## config.mk

```make
export PLATFORM = sky130hd
export DESIGN_NAME = output_frame_scheduler
export DESIGN_NICKNAME = d
export VERILOG_FILES = /design/src/rtl/output_frame_scheduler.sv
export SDC_FILE = /design/constraint.sdc
export NUM_CORES = 1
export LEC_CHECK = 0
export ABC_AREA = 1
export CAP_MARGIN = 10
export CORE_MARGIN = 2
export CORE_UTILIZATION = 39
export CTS_CLUSTER_SIZE = 12
export DETAILED_ROUTE_END_ITERATION = 8
export PLACE_DENSITY = 0.61
export SLEW_MARGIN = 20
export SYNTH_ARGS = -nofsm -noshare
export SYNTH_HDL_FRONTEND = slang
export SYNTH_SLANG_ARGS = --single-unit
```

## constraint.sdc

```tcl
create_clock -name I_clk -period 3.6 [get_ports I_clk]
set_input_delay 0.72 -clock I_clk [delete_from_list [all_inputs] [get_ports I_clk]]
set_output_delay 0.72 -clock I_clk [all_outputs]
set_load 0.005 [all_outputs]
```

## src/rtl/output_frame_scheduler.sv

```systemverilog
// Frame/column sequencer between the double buffer and the LED output path.
// Optional: OUTPUT_FRAME_SCHEDULER_AUTO_REFRESH_EN re-sends the last image every frame period.
module output_frame_scheduler #(
    parameter int COLUMN_COUNT          = 16,
    parameter int FRAME_PERIOD_CYCLES   = 450000,
    parameter int COLUMN_TIMEOUT_CYCLES = 65535,
    parameter int LATCH_CYCLES          = 4
) (
    input  logic                          I_clk,
    input  logic                          I_rst_n,
    input  logic                          I_enable,
    input  logic                          I_buffer_updated,
    input  logic                          I_image_valid,
    input  logic                          I_tx_finish,
    input  logic                          I_clear_error,
    output logic                          O_next_image,
    output logic                          O_next_column,
    output logic [$clog2(COLUMN_COUNT):0] O_column_index,
    output logic                          O_buffer_lock,
    output logic                          O_busy,
    output logic                          O_timeout_error,
    output logic [15:0]                   O_frame_count
);

    localparam int IW = $clog2(COLUMN_COUNT) + 1;
    localparam int FP = (FRAME_PERIOD_CYCLES < 1) ? 1 : FRAME_PERIOD_CYCLES;
    localparam int TC = (COLUMN_TIMEOUT_CYCLES < 1) ? 1 : COLUMN_TIMEOUT_CYCLES;
    localparam int LC = (LATCH_CYCLES < 1) ? 1 : LATCH_CYCLES;
    localparam int PW = (FP > 1) ? $clog2(FP) : 1;
    localparam int TW = (TC > 1) ? $clog2(TC) : 1;
    localparam int LW = (LC > 1) ? $clog2(LC) : 1;

    typedef enum logic [2:0] {
        S_IDLE,
        S_WAIT,
        S_FSTART,
        S_CSTART,
        S_CWAIT,
        S_LATCH
    } state_e;

    state_e          state_q, state_d;
    logic            pend_q, pend_d;
    logic [PW-1:0]   per_q, per_d;
    logic [IW-1:0]   col_q, col_d;
    logic [TW-1:0]   tmo_q, tmo_d;
    logic [LW-1:0]   lat_q, lat_d;
    logic            err_q, err_d;
    logic [15:0]     cnt_q, cnt_d;

    logic            period_ok;
    logic            start_req;
    logic            last_col;
    logic            tmo_hit;
    logic            lat_done;
    logic            go_start;
    logic            tmo_event;

    assign period_ok = (per_q == '0);
    assign last_col  = (col_q == IW'(COLUMN_COUNT - 1));
    assign tmo_hit   = (tmo_q == TW'(TC - 1));
    assign lat_done  = (lat_q == LW'(LC - 1));

`ifdef OUTPUT_FRAME_SCHEDULER_AUTO_REFRESH_EN
    assign start_req = period_ok & (pend_q | I_image_valid);
`else
    assign start_req = period_ok & pend_q;
`endif

    assign go_start  = (state_q == S_WAIT) && (state_d == S_FSTART);
    assign tmo_event = (state_q == S_CWAIT) && !I_tx_finish && tmo_hit;

    always_ff @(posedge I_clk or negedge I_rst_n) begin
        if (!I_rst_n) begin
            state_q <= S_IDLE;
        end else begin
            state_q <= state_d;
        end
    end

    always_comb begin
        state_d = state_q;
        unique case (state_q)
            S_IDLE: begin
                if (I_enable && I_image_valid) state_d = S_WAIT;
            end
            S_WAIT: begin
                if (!I_enable || !I_image_valid) state_d = S_IDLE;
                else if (start_req)              state_d = S_FSTART;
            end
            S_FSTART: state_d = S_CSTART;
            S_CSTART: state_d = S_CWAIT;
            S_CWAIT: begin
                // a finish in the timeout cycle still counts as a clean column
                if (I_tx_finish)  state_d = last_col ? S_LATCH : S_CSTART;
                else if (tmo_hit) state_d = S_LATCH;
            end
            S_LATCH: begin
                if (lat_done) state_d = S_WAIT;
            end
            default: state_d = S_IDLE;
        endcase
    end

    always_comb begin
        pend_d = I_buffer_updated | (pend_q & (state_q != S_FSTART));

        per_d = period_ok ? per_q : per_q - PW'(1);
        if (go_start) per_d = PW'(FP - 1);

        col_d = col_q;
        if (state_q == S_FSTART) col_d = '0;
        else if (state_q == S_CWAIT && I_tx_finish && !last_col)
            col_d = col_q + IW'(1);

        tmo_d = tmo_q;
        if (state_q == S_CSTART)     tmo_d = '0;
        else if (state_q == S_CWAIT) tmo_d = tmo_q + TW'(1);

        lat_d = (state_q == S_LATCH) ? lat_q + LW'(1) : '0;

        err_d = tmo_event | (err_q & ~I_clear_error);

        cnt_d = cnt_q;
        if (state_q == S_LATCH && lat_done) cnt_d = cnt_q + 16'd1;
    end

    always_ff @(posedge I_clk or negedge I_rst_n) begin
        if (!I_rst_n) begin
            pend_q <= 1'b0;
            per_q  <= '0;
            col_q  <= '0;
            tmo_q  <= '0;
            lat_q  <= '0;
            err_q  <= 1'b0;
            cnt_q  <= '0;
        end else begin
            pend_q <= pend_d;
            per_q  <= per_d;
            col_q  <= col_d;
            tmo_q  <= tmo_d;
            lat_q  <= lat_d;
            err_q  <= err_d;
            cnt_q  <= cnt_d;
        end
    end

    always_comb begin
        O_next_image  = (state_q == S_FSTART);
        O_next_column = (state_q == S_CSTART);
        O_buffer_lock = (state_q == S_FSTART) || (state_q == S_CSTART) ||
                        (state_q == S_CWAIT)  || (state_q == S_LATCH);
        O_busy        = (state_q != S_IDLE);
    end

    assign O_column_index  = col_q;
    assign O_timeout_error = err_q;
    assign O_frame_count   = cnt_q;

endmodule

```

# == After elaboration in Yosys (flattened, before gate mapping) ==
# Index checks and enable logic that the tools add are counted.
# word_totals
reg_bits,63
elab_cells,65
out_inout_bits,26
input_bits,7
# op_classes
eq_ne,11
n_bitwise,6
reduce_logical,20
muxes,15
addsub,5
# op_table
operator,count
$mux 19,2
$add 16x1->16 const B,2
$mux 16,2
$mux 3,7
$logic_not 19->1,1
$sub 19x1->19 const B,1
$pmux 3 s6,1
$eq 16x16->1 const B,1
$mux 5,2
$eq 3x2->1 const B,3
$logic_and 1x1->1,7
$eq 3x3->1 const B,2
$add 5x1->5 const B,1
$eq 5x4->1 const B,1
$logic_not 1->1,4
$logic_or 1x1->1,4
$reduce_bool 2->1,2
$and 1x1->1,3
$eq 3x1->1 const B,1
$logic_not 3->1,1
$ne 3x2->1 const B,1
$reduce_bool 3->1,1
$add 2x1->2 const B,1
$eq 2x2->1 const B,1
other kinds (4),5

# == Depth between registers and ports, before layout ==
# logic_depth
word_depth,8
mapped_depth,10
ltp_nobuf,10

# == Worst setup path before layout ==
# No wires, ideal clock.
# synth_path
path_type,register -> register
from,"reg col_q[0], in the netlist O_column_index[0]"
to,"reg col_q[3], in the netlist O_column_index[3]"
required_ps,3523
path_buffers,0
arrival_time_ps,1634
path_stages_with_launch,11
period_less_slack_ps,1711
setup_ps,77
path_slack_ps,1889
path_cell_list,dfrtp_1 > ha_1 > nand2_1 > nor2_1 > ha_1 > or2_2 > nor2_4 > inv_2 > nor2_1 > o21ai_0 > a21oi_1
# synth_between
elab_chain_cells,4
word_cells_on_any_way,7
classes_between,1 x add/sub; 1 x eq/ne; 2 x mux; 3 x reduce/logical
# synth_lines
element,line_no,source
from (decl),45,"logic [IW-1:0] col_q, col_d;"
from (signal assigned),140,col_q <= col_d;
"parallel branches: the longest is 4 deep, another holds $add 5x1->5",--,
# Several ways; the timed one is not identified. The select of a mux whose other input is x is not followed.
# A chain may end at the register's enable or synchronous reset.

# == Final worst setup path ==
# layout_path
from,reg state_q[2]
to,out O_next_image
# layout_between
elab_chain_cells,1
# layout_lines
element,line_no,source
from (decl),42,"state_e state_q, state_d;"
from (signal assigned),77,state_q <= state_d;
$eq 3x2->1,149,O_next_image = (state_q == S_FSTART);
to (decl),16,"output logic O_next_image,"
# Every way passes these cells.

==> flow_summary.ini <==
[floorplanning]
core_mm2 = 0.008806
die_y_um = 99.82
die-area_mm2 = 0.009964
io_pins = 33
initial_core_util = 0.4066
placementRows = 34
die_w_um = 99.82

[sta]
period_share = 0.7049
slew_headroom = 0.4820
skew_ns = 0.005629
setup_viol = 0
max_freq_mhz = 394.1
tightestPinTransition_ns = 0.7770
rsz0062_at_grt = no
layout_setup_ws_ns = 1.062
min_period_ns = 2.538
finalHoldViolCount = 0
finalSetupTns_ns = 0
finalMaxSlewViolations = 0

[setup_path]
crit_type = flop to output pin
timing.rr.start = O_column_index[0]
worstPathArrival_ns = 1.82
worst_setup_path_end_kind = output pin
cp-startpoint = state_q[2]
reg2reg_depth = 10
cp.required_ns = 2.88
r2r_end = O_column_index[3]
startpoint_type = flop
r2r_slack_ns = 1.70
crit_fanout = 4

[yosys]
synth_top_family_by_area = simple AND/OR/NAND/NOR gates
synth_xor_area_frac = 0.05381
synth_cells = 450
synth_top_area_cell = dfrtp_1
synth_compound_area_frac = 0.09154
ys_seq_area_frac = 0.4403
syn_nets = 465
syn_area_mm2 = 0.003581
synthTopCellsByArea = dfrtp_1 (44%), nand2_1 (11%), inv_1 (7.0%), nor2_1 (6.1%), nand3_1 (3.9%)
muxShareOfSynthArea = 0
synth_fa_ha_area_frac = 0.02795
synth-seq-cells = 63
synth_warnings = 0
synth_cell_types = 37
yosys.area_share.simple = 0.3054
synth_top_area_frac = 0.4403
synth.avg_cell_area_um2 = 7.958

[cells_and_area]
final_cells = 606
areaGrowthSynthToFinish_pct = 17.37
layout-drive-gt1-share = 0.1004
final_cell_area_mm2 = 0.004203
layout.nets = 508
utilization = 0.4773
n_antenna_cell = 0
layout_commonest_cell = nand2_1
n_fill_cell = 892
most-common-layout-cells = nand2_1 (102), inv_1 (67), dfrtp_1 (63)

[clocking]
cts_tree = built
cts_resized = 0
numClockSinks = 63
worstSkewPairLatency_ns = 0.34
holdBufCountCts = 0
cts.path.max_buffers = 2
cts_buffers = 9
cts-root-buf = clkbuf_8
htree_levels = 3
path_clk_slew_ns = 0.07
cts_setup_buffers = 0

[hold_path]
hold_end = lat_q[0]
min_from = lat_q[0]
min_path_cells = 1
hold_path.class = flop to flop

[grt]
gr-total-overflow = 0
antenna_found_initial = 0
grt_pass1_vias = 2881
grt_use_total = 0.1685
grt_max_degree = 35
grt_pass1_wl_um = 13370

[detailed_routing]
routed_wl_um = 7650
wire_per_inst_um = 12.62
final_antenna_net_count = 0
vias_per_cell = 4.851
drt_iter0_drc = 113
dr.pass1.iters = 5
drc_errors = 0
vias = 2940

[placement]
dpl.hpwl_um = 5909
placedCellCount = 590
pre_cts_ws_ns = 1.385
gp_congestion = 0.8479
place_area_mm2 = 0.004028
port_buffers = 32

[outcome]
status = completed

[power_and_ir_drop]
cellPowerDensity_mw_per_mm2 = 483.0
p_leak_nw = 1.916
peakVddDrop_uv = 217.3

[run]
max_cap_violations = 0
-- worst max-delay path: stages (launching register included) --
cell and delay (ns):
dfrtp_1 0.46, inv_1 0.13, nand2_1 0.12, nor2_1 0.19
clkdlybuf4s50_1 0.57
-- power breakdown --
part | total [mW] | internal (mW) | switching [mW]
Sequential | 0.918 | 0.806 | 0.111
Clock | 0.549 | 0.283 | 0.266
Combinational | 0.564 | 0.233 | 0.331
-- cells in the mapped netlist (all sizes together) --
cell type	instances
dfrtp	63
o21ai	31
o22ai	3
ha	8
inv	71
or2	3
a31oi	1
o21bai	1
a21oi	6
nand3b	3
nor3	5
nand3	33
clkinv	1
xnor2	8
o211a	1
o211ai	6
buf	2
xor2	14
o31ai	3
nor2	68
nand2	106
a22o	1
o32ai	1
a21o	1
nand4	10
-- routing by layer --
metal	vias to the layer above	wire length, µm	share of wire	global-route usage
li1	1514	-	-	-
met4	0	106	0.014	0.05163
met2	34	3761	0.49	0.2817
met3	9	219	0.029	0.03969
met1	1383	3562	0.47	0.2181
met5	-	0	0	0
-- final cells by class --
cell class / instances / area, µm² / share of cell area
Timing Repair Buffer: 34 / 330.3 / 0.07859
Sequential cell: 63 / 1577 / 0.3751
Inverter: 72 / 271.5 / 0.06460
Clock inverter: 4 / 20.02 / 0.004763
Multi-Input combinational cell: 313 / 1714 / 0.4079
Tap cell: 108 / 135.1 / 0.03215
Clock buffer: 12 / 155.1 / 0.03692
-- cell families after synthesis --
group,Yosys count
fa+ha+maj,8
simple gates,228
xor+xnor,22
flops,63
buf+inv,74
compound gates,55
-- metrics by stage --
step	hold slack, ns	power, mW
6_report	0.4393	2.030
3_5_place_dp	0.4345	1.501
5_1_grt	0.4678	2.177
3_3_place_gp	0.4268	1.487
4_1_cts	0.4441	2.062
2_1_floorplan	0.4099	1.288
-- sequential cells by signal (all words and copies together), names as in the netlist --
register / cells
per_q: 19
pend_q: 1
tmo_q: 16
lat_q: 2
state_q: 3
O_frame_count: 16
O_timeout_error: 1
O_column_index: 5
-- how the worst max path moves through the flow --
stage | to | slack (ns) | cells past startpoint
final | O_next_image | 1.06 | 4
after CTS | O_next_image | 1.04 | 4
after floorplan | O_column_index[3] | 1.89 | 10
after global placement | O_column_index[3] | 1.43 | 8
after detailed placement | O_column_index[3] | 1.38 | 8
after global routing | O_buffer_lock | 0.97 | 4
No activity file was read; power rests on OpenSTA's default activity.
==> patch 1, RTL diff (config.mk and constraints unchanged) <==
Add a define of `OUTPUT_FRAME_SCHEDULER_AUTO_REFRESH_EN`.
--- a/src/rtl/output_frame_scheduler.sv
+++ b/src/rtl/output_frame_scheduler.sv
@@ -1,4 +1,6 @@
 // Frame/column sequencer between the double buffer and the LED output path.
 // Optional: OUTPUT_FRAME_SCHEDULER_AUTO_REFRESH_EN re-sends the last image every frame period.
+`define OUTPUT_FRAME_SCHEDULER_AUTO_REFRESH_EN
+
 module output_frame_scheduler #(
     parameter int COLUMN_COUNT          = 16,
Formal check against the unedited RTL: not equivalent (a bounded check fails within 4 cycles, from zero or initial values and one cycle with I_rst_n low).
==> patch 1 against the unedited design <==
  * Setup slack worse by 0.0015 ns
  * Sequential cell count is the same
  * Area after synthesis is 5.8% lower
  * Routed wire length fell by 4.8%
  * Worst hold slack got worse by 0.073 ns
  * Final area shrank 4.4%
  * Fmax hardly changed
  * First-iteration DRC count increased by 34%
  * Highest routed layer unchanged
  * Largest cell class is now registers
Power is not compared: it rests on default switching activity, and its combinational part moved more than twofold at a synthesized area within 25%.
==> patch 1: results <==
[detailed_routing]
dr_wl_met3_um = 392
vias = 2880
first_pass_iters = 4
initialDrtViolationCount = 151
wl_per_cell_um = 12.43
met2WireLength_um = 3103
drt-met1-wl_um = 3685

[global_route]
first_global_vias = 2699
grtUsageMet2_pct = 23.88
use_met1_pct = 23.70
grt_max_degree = 44
grt_util_met3_pct = 4.263

[yosys]
synth_area_leaders = dfrtp_1 47%, nand2_1 13%, nand3_1 6.4%
synth_nets = 450
synth_cell_types = 33
syn_area_per_cell_um2 = 7.734
ys_seq_area_share_pct = 46.75
ys_top_cells_by_count = 121 x nand2_1, 63 x dfrtp_1, 57 x inv_1

[place]
place.gp.congestion = 0.8485
place_ws_ns = 1.270
dp_cells = 570
placed_cell_area_mm2 = 0.003804
dp_hpwl_um = 5184

[pwr]
comb_power_uw = 30.6
p_total_mw = 1.418

[finish]
nNetsFinal = 490
drive_above_1_share_pct = 6.029
fill_cells = 800
largest_register = per_q
finalNonFillerCells = 586

[critical_path]
regToRegEndpoint = per_q[5]
cp_max_fo = 5
reg2reg_from = per_q[0]
r2r_slack_ns = 1.42

[timing]
worst_slew_pin_slew_ns = 0.7112
clock_skew_ns = 0.01015

[worst_hold_path]
hp-class = input pin to async pin

[outcome]
run_status = finished, final reports clean
-- patch 1: changes by cell type after synthesis, moves of 3 or more --
cell,before,now
nor2_4,6,1
nor3_1,2,8
nand2_1,102,121
nor2_1,58,50
o211ai_1,6,1
o21ai_0,28,23
inv_1,67,57
xor2_1,14,10
inv_2,4,1
buf_2,0,3
nand3_1,28,43
-- patch 1: logic make-up after synthesis --
| group | after synthesis | share of synthesized area (%) |
|---|---|---|
| compound gates | 37 | 6.048 |
| xor+xnor | 18 | 4.675 |
| fa+ha+maj | 7 | 2.597 |
| buf+inv | 63 | 7.347 |
| flops | 63 | 46.75 |
| mux | 1 | 0.2969 |
| simple gates | 247 | 32.28 |
-- patch 1: through the flow --
step	hold WS (ns)	util [%]
global route	0.4075	48.42
floorplan	0.4099	-
detailed placement	0.4312	45.83
global placement	0.4238	45.83
CTS	0.4408	48.39
finish	0.3663	48.42
-- patch 1: final cells by class --
class	count	share of cell area (%)
timing repair buffer	34	8.281
inverter	58	5.417
sequential	63	39.23
multi-input combinational	310	38.51
tap	105	3.269
clock inverter	6	2.117
clock buffer	10	3.176
-- patch 1: how the worst max path moves through the flow --
stage,start,endpoint,slack (ns),cells past startpoint
finish,state_q[2],O_next_column,1.06,4
floorplan,I_image_valid,per_q[11],2.01,6
global placement,I_image_valid,per_q[3],1.31,6
global route,state_q[2],O_next_column,0.93,4
CTS,state_q[2],O_next_column,1.04,4
detailed placement,I_image_valid,per_q[7],1.27,6
-- patch 1: worst reg2reg max path: cells and delay by family, from the launching register on --
kind | cells | cell delay, ns
xor+xnor | 1 | 0.16
fa+ha+maj | 1 | 0.19
buf+inv | 2 | 0.17
flops | 1 | 0.40
simple gates | 4 | 1.13
==> patch 2, RTL diff (config.mk and constraints unchanged) <==
Without the edit above. Encoding of `state_e`: now one-hot (6 bits for 6 states).
--- a/src/rtl/output_frame_scheduler.sv
+++ b/src/rtl/output_frame_scheduler.sv
@@ -31,11 +31,11 @@
     localparam int LW = (LC > 1) ? $clog2(LC) : 1;
 
-    typedef enum logic [2:0] {
-        S_IDLE,
-        S_WAIT,
-        S_FSTART,
-        S_CSTART,
-        S_CWAIT,
-        S_LATCH
+    typedef enum logic [5:0] {
+        S_IDLE   = 6'b000001,
+        S_WAIT   = 6'b000010,
+        S_FSTART = 6'b000100,
+        S_CSTART = 6'b001000,
+        S_CWAIT  = 6'b010000,
+        S_LATCH  = 6'b100000
     } state_e;
 
Behaviour: same outputs for any inputs over 10 cycles, from zero or initial values and one cycle with I_rst_n low; not proved beyond that.
==> patch 2 against the unedited design <==
  * Cell count increased by 3.8%
  * Sequential cell count increased by 3
  * Area after synthesis increased by 2.6%
  * Setup slack got worse by 0.51 ns
  * Register-to-register slack improved by 0.10 ns
  * Routed wire length increased by 4.9%
  * Critical path depth increased by 3
  * Count of clock-buffer cells in the layout increased by 1
  * Fmax decreased by 17%
  * Final area increased by 2.6%
  * Critical endpoint is now O_buffer_lock
  * Largest cell class unchanged
Power is not compared: it rests on default switching activity, and its combinational part moved more than twofold at a synthesized area within 25%.
==> patch 2: results <==
[outcome]
run_status = finished, final reports clean

[finish]
largest_reg_flops = 19
drive_above_1_share_pct = 7.143
largest_register = per_q
nNetsFinal = 529
diodes = 0

[place]
dp_hpwl_um = 5904
io_buffers = 32
place.gp.congestion = 0.8444

[critical_path]
worstPathArrival_ns = 2.32
regToRegEndpoint = per_q[17]
cp_max_fo = 16
r2r_slack_ns = 1.80
reg2reg_from = per_q[0]
r2r_cells = 8

[global_route]
antenna_found_initial = 0
track_usage_pct = 17.07
grt_pass1_wl_um = 14030
grt_max_degree = 35
first_global_vias = 3099

[detailed_routing]
initialDrtViolationCount = 159
drc_errors = 0
first_pass_iters = 4
vias = 3170
wl_per_cell_um = 12.76

[yosys]
synth-xor-area-share_pct = 5.247
synth_nets = 486
synth_compound_area_share_pct = 7.223
ys_top_cells_by_count = 97 x nand2_1, 71 x inv_1, 65 x dfrtp_1
synth_area_leaders = dfrtp_1 44%, nand2_1 9.9%, inv_1 7.3%
synth_top_area_cell = dfrtp_1
ys_seq_area_share_pct = 45.01
synthArstFlopShare_pct = 100.0
synthAdderAreaFrac_pct = 2.726
yosys_warnings = 0
synth_cell_types = 34
synth_mux_area_share_pct = 0

[worst_hold_path]
holdPathEnd = lat_q[0]
hp-class = register to register
whs_path_depth = 1
min-delay-start = lat_q[0]

[timing]
clock_skew_ns = 0.01114
worst_slew_pin_slew_ns = 0.7712

[clock_network]
cts_buffers = 9
clk_root_buffer_cell = clkbuf_8
insertion_delay_ns = 0.33
post_cts_buffers = 0
clkTransAtPathRegs_ns = 0.07
cts_resized = 0
clock_tree.buffer_depth = 2
cts-htree-levels = 3

[pwr]
p_leak_nw = 1.969
ir_drop_uv = 193.1

[job]
drv_cap = 0
patch 2: how the worst max path moves through the flow:
| stage | cells after the start | to | slack, ns | startpoint |
|---|---|---|---|---|
| floorplan | 7 | O_buffer_lock | 1.76 | state_q[0] |
| global placement | 7 | O_buffer_lock | 0.99 | state_q[5] |
| detailed placement | 7 | O_buffer_lock | 0.92 | state_q[5] |
| CTS | 7 | O_buffer_lock | 0.54 | state_q[5] |
| global route | 7 | O_buffer_lock | 0.40 | state_q[5] |
| finish | 7 | O_buffer_lock | 0.56 | state_q[5] |
patch 2: metal layers:
layer  up-vias  GRT usage [%]  wire length, um  part of all wire [%]
met5         -              0                0                     0
met4         0          4.990               38                  0.47
met3         2          3.259              337                   4.2
met2        59          26.00             3635                    45
met1      1496          24.75             4012                    50
li1       1613              -                -                     -
patch 2: final cells by class:
| class | instances | area, um^2 |
|---|---|---|
| Sequential cell | 66 | 1653 |
| Clock inverter | 2 | 12.51 |
| Timing Repair Buffer | 35 | 350.3 |
| Tap cell | 111 | 138.9 |
| Multi-Input combinational cell | 328 | 1720 |
| Fill cell | 929 | 4883 |
| Clock buffer | 13 | 158.9 |
| Inverter | 74 | 279.0 |
patch 2: cells by family after synthesis:
group,after synthesis
buf+inv,77
simple gates,249
fa+ha+maj,8
flops,66
xor+xnor,22
compound gates,49
patch 2: critical path, stage by stage (launching register included):
cell,delay [ns]
dfrtp_1,0.45
nor2_1,0.27
nand4_2,0.11
buf_4,0.22
nand2_2,0.23
inv_2,0.08
nand3_1,0.11
clkdlybuf4s50_1,0.52
patch 2: report_power, final:
part / internal, mW / switching (mW) / leakage, nW
registers: 0.752 / 0.00537 / 0.846
logic: 0.0306 / 0.0556 / 1.04
clock network: 0.284 / 0.273 / 0.0855
patch 2: stage by stage:
step	instance area, um^2	setup WS, ns	std cells	total power, mW	hold slack (ns)
floorplan	3672	1.762	471	0.8108	0.4099
global placement	4141	0.9911	614	0.8577	0.4214
detailed placement	4141	0.9224	614	0.8588	0.4279
CTS	4313	0.5443	629	1.418	0.4385
global route	4313	0.3959	629	1.468	0.4530
finish	4313	0.5568	629	1.401	0.4345
